File: src/rtl/cache_fill_fsm.sv
// Cache miss-fill controller: streams one read per word of the missing block
// into the memory read pipeline and steers the returning beats into the data array.
module cache_fill_fsm #(
   parameter int ADDR_WIDTH = 16,
   parameter int WORD_BITS  = 3
) (
   input  logic                  clk,
   input  logic                  rst_n,
   input  logic                  miss_detected,
   input  logic [ADDR_WIDTH-1:0] miss_address,
   output logic                  fsm_busy,
   output logic                  memory_enable,
   output logic [ADDR_WIDTH-1:0] memory_address,
   input  logic                  memory_data_valid,
   input  logic [15:0]           memory_data,
   output logic                  write_data_array,
   output logic [WORD_BITS-1:0]  fill_word,
   output logic [15:0]           fill_data,
   output logic                  write_tag_array,
   output logic                  fill_done
);

   localparam int BASE_W = ADDR_WIDTH - WORD_BITS - 1;
   localparam int CNT_W  = WORD_BITS + 1;

   localparam logic [CNT_W-1:0] N_WORDS   = {1'b1, {WORD_BITS{1'b0}}};
   localparam logic [CNT_W-1:0] LAST_WORD = {1'b0, {WORD_BITS{1'b1}}};

   localparam logic [0:0] S_IDLE = 1'b0;
   localparam logic [0:0] S_FILL = 1'b1;

   logic [0:0]        state_q, state_d;
   logic [BASE_W-1:0] base_q, base_d;
   logic [CNT_W-1:0]  issue_cnt_q, issue_cnt_d;
   logic [CNT_W-1:0]  recv_cnt_q, recv_cnt_d;

   logic in_fill;
   logic accept;
   logic last_beat;

   assign in_fill   = (state_q == S_FILL);
   // Only beats that were actually requested count; anything else on the bus is noise.
   assign accept    = in_fill && memory_data_valid && (recv_cnt_q < issue_cnt_q);
   assign last_beat = accept && (recv_cnt_q == LAST_WORD);

   assign fsm_busy         = in_fill || ((state_q == S_IDLE) && miss_detected);
   assign memory_enable    = in_fill && (issue_cnt_q < N_WORDS);
   assign memory_address   = in_fill ? {base_q, issue_cnt_q[WORD_BITS-1:0], 1'b0} : '0;
   assign write_data_array = accept;
   assign fill_word        = in_fill ? recv_cnt_q[WORD_BITS-1:0] : '0;
   assign fill_data        = memory_data;
   assign write_tag_array  = last_beat;
   assign fill_done        = last_beat;

   always_comb begin
      state_d     = state_q;
      base_d      = base_q;
      issue_cnt_d = issue_cnt_q;
      recv_cnt_d  = recv_cnt_q;
      case (state_q)
         S_IDLE: begin
            if (miss_detected) begin
               base_d      = miss_address[ADDR_WIDTH-1:WORD_BITS+1];
               issue_cnt_d = '0;
               recv_cnt_d  = '0;
               state_d     = S_FILL;
            end
         end
         S_FILL: begin
            if (memory_enable) issue_cnt_d = issue_cnt_q + 1'b1;
            if (accept)        recv_cnt_d  = recv_cnt_q + 1'b1;
            if (last_beat)     state_d     = S_IDLE;
         end
         default: state_d = S_IDLE;
      endcase
   end

   always_ff @(posedge clk or negedge rst_n) begin
      if (!rst_n) begin
         state_q     <= S_IDLE;
         base_q      <= '0;
         issue_cnt_q <= '0;
         recv_cnt_q  <= '0;
      end else begin
         state_q     <= state_d;
         base_q      <= base_d;
         issue_cnt_q <= issue_cnt_d;
         recv_cnt_q  <= recv_cnt_d;
      end
   end

endmodule

File: config.mk
export PLATFORM = sky130hd
export DESIGN_NAME = cache_fill_fsm
export DESIGN_NICKNAME = d
export VERILOG_FILES = /design/src/rtl/cache_fill_fsm.sv
export SDC_FILE = /design/constraint.sdc
export NUM_CORES = 1
export LEC_CHECK = 0
export BUFFER_PORTS_ARGS = -buffer_cell sky130_fd_sc_hd__buf_2
export CORE_MARGIN = 2
export CORE_UTILIZATION = 44
export CTS_BUF_LIST = sky130_fd_sc_hd__clkbuf_8
export DETAILED_ROUTE_END_ITERATION = 7
export PLACE_DENSITY_LB_ADDON = 0.1
export SLEW_MARGIN = 30
export SYNTH_ARGS = -nofsm -noshare
export SYNTH_HDL_FRONTEND = slang
export SYNTH_SLANG_ARGS = --single-unit
export TNS_END_PERCENT = 5
File: constraint.sdc
create_clock -name clk -period 2.25 [get_ports clk]
set_input_delay 0.675 -clock clk [delete_from_list [all_inputs] [get_ports clk]]
set_output_delay 0.675 -clock clk [all_outputs]
set_load 0.02 [all_outputs]
==> flow_summary_export.csv <==
group,metric,value,unit
finish,antenna-diode-count,0,
placed_design,post_dp_cell_area,1410,sq um
floorplanning,initial_utilization,46.3,%
worst_setup_path,setup.worst_path.start_class,"flop",
worst_setup_path,worstPathArrival,1.70,ns
floorplanning,floorplan.die.width,57.6,um
route,final_antenna_net_count,0,
finish,final_cell_mix,"nand2_1, buf_2, dfrtp_1, and2_1, buf_4",
finish,sequential_cell_area,526,sq um
synth,synth-seq-area-share,41.5,%
finish,final_common_cell,"nand2_1",
route,drt-wirelength-per-cell,12.9,um
sta,accumulated_negative_setup_slack,-0.261,ns
outcome,outcome,"finished with violations",
floorplanning,io_count,76,
sta,min_period_over_period,105,%
global_routing,grt_remaining_overflow,0,
pwr,leakage_power_total,0.813,nW
placed_design,dpl.hpwl,2.01,mm
clocking,clock_latency_at_the_later_pin_of_the_worst_skew_pair,0.25,ns
finish,final_cell_area,1540,sq um
synth,syn-num-nets,184,
floorplanning,floorplan.core_area,2730,sq um
clocking,clk_root_buffer_cell,"clkbuf_8",
sta,timing.final.crit_period,2.37,ns
synth,postSynthCellCount,143,
clocking,longest_clk_path_bufs,2,
global_routing,number_of_antenna_violations_at_the_first_check_in_global_routing,0,
worst_setup_path,critical_path.slowest_cell,"dfrtp_1",
global_routing,groute.layer.met3.usage,3.57,%
finish,layout.cells.non_filler,207,
finish,multiInputGateArea,612,sq um
clocking,clock-sinks,21,
sta,clock_skew,0.00591,ns
placed_design,detailedPlace.worstSlack,0.0574,ns
run,maxCapViolCount,0,
clocking,htree_levels,1,
sta,finalHoldViolations,0,
placed_design,placedCellCount,198,
route,initialDrtViolationCount,28,
finish,num-fill-cells,270,
worst_setup_path,crit_path_max_incr_delay,0.40,ns
route,drc,0,
synth,warning_count_from_the_yosys_run,0,
floorplanning,std_cell_rows,19,
sta,setup_slack,-0.120,ns
finish,fraction_of_final_layout_cells_sized_beyond_drive_strength_1,37.5,%
global_routing,gr_usage_total,16.8,%
synth,postSynthRegisterBits,21,
finish,areaGrowthSynthToFinish,21.7,%
worst_setup_path,worstPathCellList,"inv_2 -> ha_4 -> o211ai_1 -> nor2_2 -> nor4_4 -> buf_4",
global_routing,grt_first_pass_wirelength,4.33,mm
sta,rsz0062_at_grt,"yes",
route,drt_wl_total,2.66,mm
floorplanning,die-height,57.6,um
global_routing,grt_pass1_vias,977,
global_routing,globalRoute.busiestLayer,"met2",
route,detailedRoute.firstPassIterationCount,4,
sta,tightest_slew,0.572,ns
floorplanning,fp.dieArea,3320,sq um
outcome,failed_checks,"negative setup slack",
sta,timing.final.setup_violations,3,
worst_hold_path,min-delay-path-class,"in2async",
pwr,vdd_ir_drop_max,0.919,mV
finish,final_nets,218,
sta,maxSlewViolCount,0,
sta,fmaxAchievable,0.422,GHz
synth,synth.avg_cell_area,8.85,sq um
clocking,cts_tree,"yes",
global_routing,global_routing_usage_on_met2,28.4,%
route,num_vias,1023,
worst_setup_path,required,1.57,ns
route,via_per_inst,4.94,
worst_setup_path,crit_fanout,3,
pwr,power_per_cell_area,1630,nW/um^2
placed_design,count_of_port_buffers_added_during_placement,38,
clocking,tritoncts.num_buffers,3,
clocking,clk_pin_slew,0.08,ns
placed_design,gpl.final_weighted_congestion,0.745,
synth,yosys.cell_types.count,31,
sta,slew_limit_headroom,61.8,%
worst_setup_path,crit_path_end_kind,"output port",
global_routing,grt_use_met1,20.5,%
global_routing,largest_net_degree_at_the_start_of_global_routing,22,
worst_setup_path,setup.worst_path.class,"reg2out",
synth,netlist_area,1260,sq um
[power breakdown]
part           leakage [nW]  internal [W]  switching, W
clock network        0.0269      0.000121      0.000115
logic                 0.532      0.000724      0.000869
registers             0.254      0.000559      0.000127
[registers in the layout, indices dropped and copies added, names as in the netlist]
signal	flops
base_q	12
in_fill	1
issue_cnt_q	4
recv_cnt_q	4
[path summary, 6_finish.rpt]
| kind | start | endpoint | slack (ns) | cells past startpoint |
|---|---|---|---|---|
| worst max-delay path | issue_cnt_q[1]$_DFFE_PN0P_ | write_tag_array | -0.12 | 6 |
| worst min-delay path | rst_n | issue_cnt_q[1]$_DFFE_PN0P_ | 0.36 | 1 |
| worst max register to register | issue_cnt_q[1]$_DFFE_PN0P_ | recv_cnt_q[3]$_DFFE_PN0P_ | 0.62 | 8 |
| worst min register to register | base_q[11]$_DFFE_PN0P_ | base_q[11]$_DFFE_PN0P_ | 0.47 | 2 |
| max in group asynchronous | rst_n | base_q[4]$_DFFE_PN0P_ | 1.57 | 1 |
| min in group clk | base_q[11]$_DFFE_PN0P_ | base_q[11]$_DFFE_PN0P_ | 0.47 | 2 |
[layer usage]
metal / wire (um) / part of all wire (%)
met5: 0 / 0
met4: 55 / 2.1
met3: 208 / 7.8
met2: 1330 / 50
met1: 1070 / 40
[cell families (layout without fill, tap and decap cells)]
kind of cell    Yosys count  count (layout)  share of synthesized area [%]
compound gates            5               5                           3.07
xor+xnor                  2               2                           1.39
fa+ha+maj                 5               5                           4.95
buf+inv                  27              60                           13.6
flops                    21              21                           41.5
mux                       4               4                           3.26
other cells               1               1                          0.296
simple gates             78              78                           31.8
[critical path: cells and delay by family (launching register included)]
| kind | cells | cell delay (ns) |
|---|---|---|
| AO/OA/AOI/OAI | 1 | 0.20 |
| AND/OR/NAND/NOR | 2 | 0.38 |
| buffers and inverters | 2 | 0.26 |
| flip-flops | 1 | 0.40 |
| adder cells (fa/ha/maj) | 1 | 0.19 |
[through the flow]
stage / util [%] / total power [W] / hold slack (ns)
3_3_place_gp: 51.5 / 0.00210 / 0.449
3_5_place_dp: 51.5 / 0.00214 / 0.455
5_1_grt: 56.3 / 0.00274 / 0.386
4_1_cts: 53.9 / 0.00242 / 0.385
2_1_floorplan: - / 0.00171 / 0.379
6_report: 56.3 / 0.00252 / 0.358
[repair_timing]
action | 4_1_cts | 5_1_grt
hold endpoints to repair | 0 | 0
gates resized for setup | 4 | 6
hold buffers | 0 | 0
setup endpoints to repair | 3 | 3
pin swaps | 1 | 4
setup buffers | 1 | 4
[synthesized netlist by cell type]
library cell   n  area share [%]
nand2_1       42              12
dfrtp_1       21              42
and2_1        18             8.9
buf_4         18              11
ha_1           5             4.9
inv_1          5             1.5
buf_2          3             1.2
mux2i_1        3             2.4
nor2_1         3            0.89
and2b_1        2             1.2
nand3_1        2            0.79
nor2b_1        2            0.99
a22o_1         1            0.69
a41o_1         1            0.79
clkbuf_1       1            0.30
conb_1         1            0.30
mux2_2         1            0.89
nand2b_1       1            0.49
nand3b_1       1            0.59
nand4b_2       1             1.2
nor2_2         1            0.49
nor2_4         1            0.89
nor3b_2        1            0.99
nor4_2         1            0.99
o211ai_1       1            0.59
o21ai_0        1            0.40
o31ai_1        1            0.59
or2_2          1            0.49
or3_1          1            0.49
xnor2_1        1            0.69
xor2_1         1            0.69
[layout make-up]
type                       count  area share (%)
sequential                    21            34.1
timing repair buffer          51            19.4
clock buffer                   3            2.68
multi-input combinational     95            39.8
clock inverter                 1           0.244
tap                           31            2.52
inverter                       5            1.22
(Power assumes the default switching activity.)
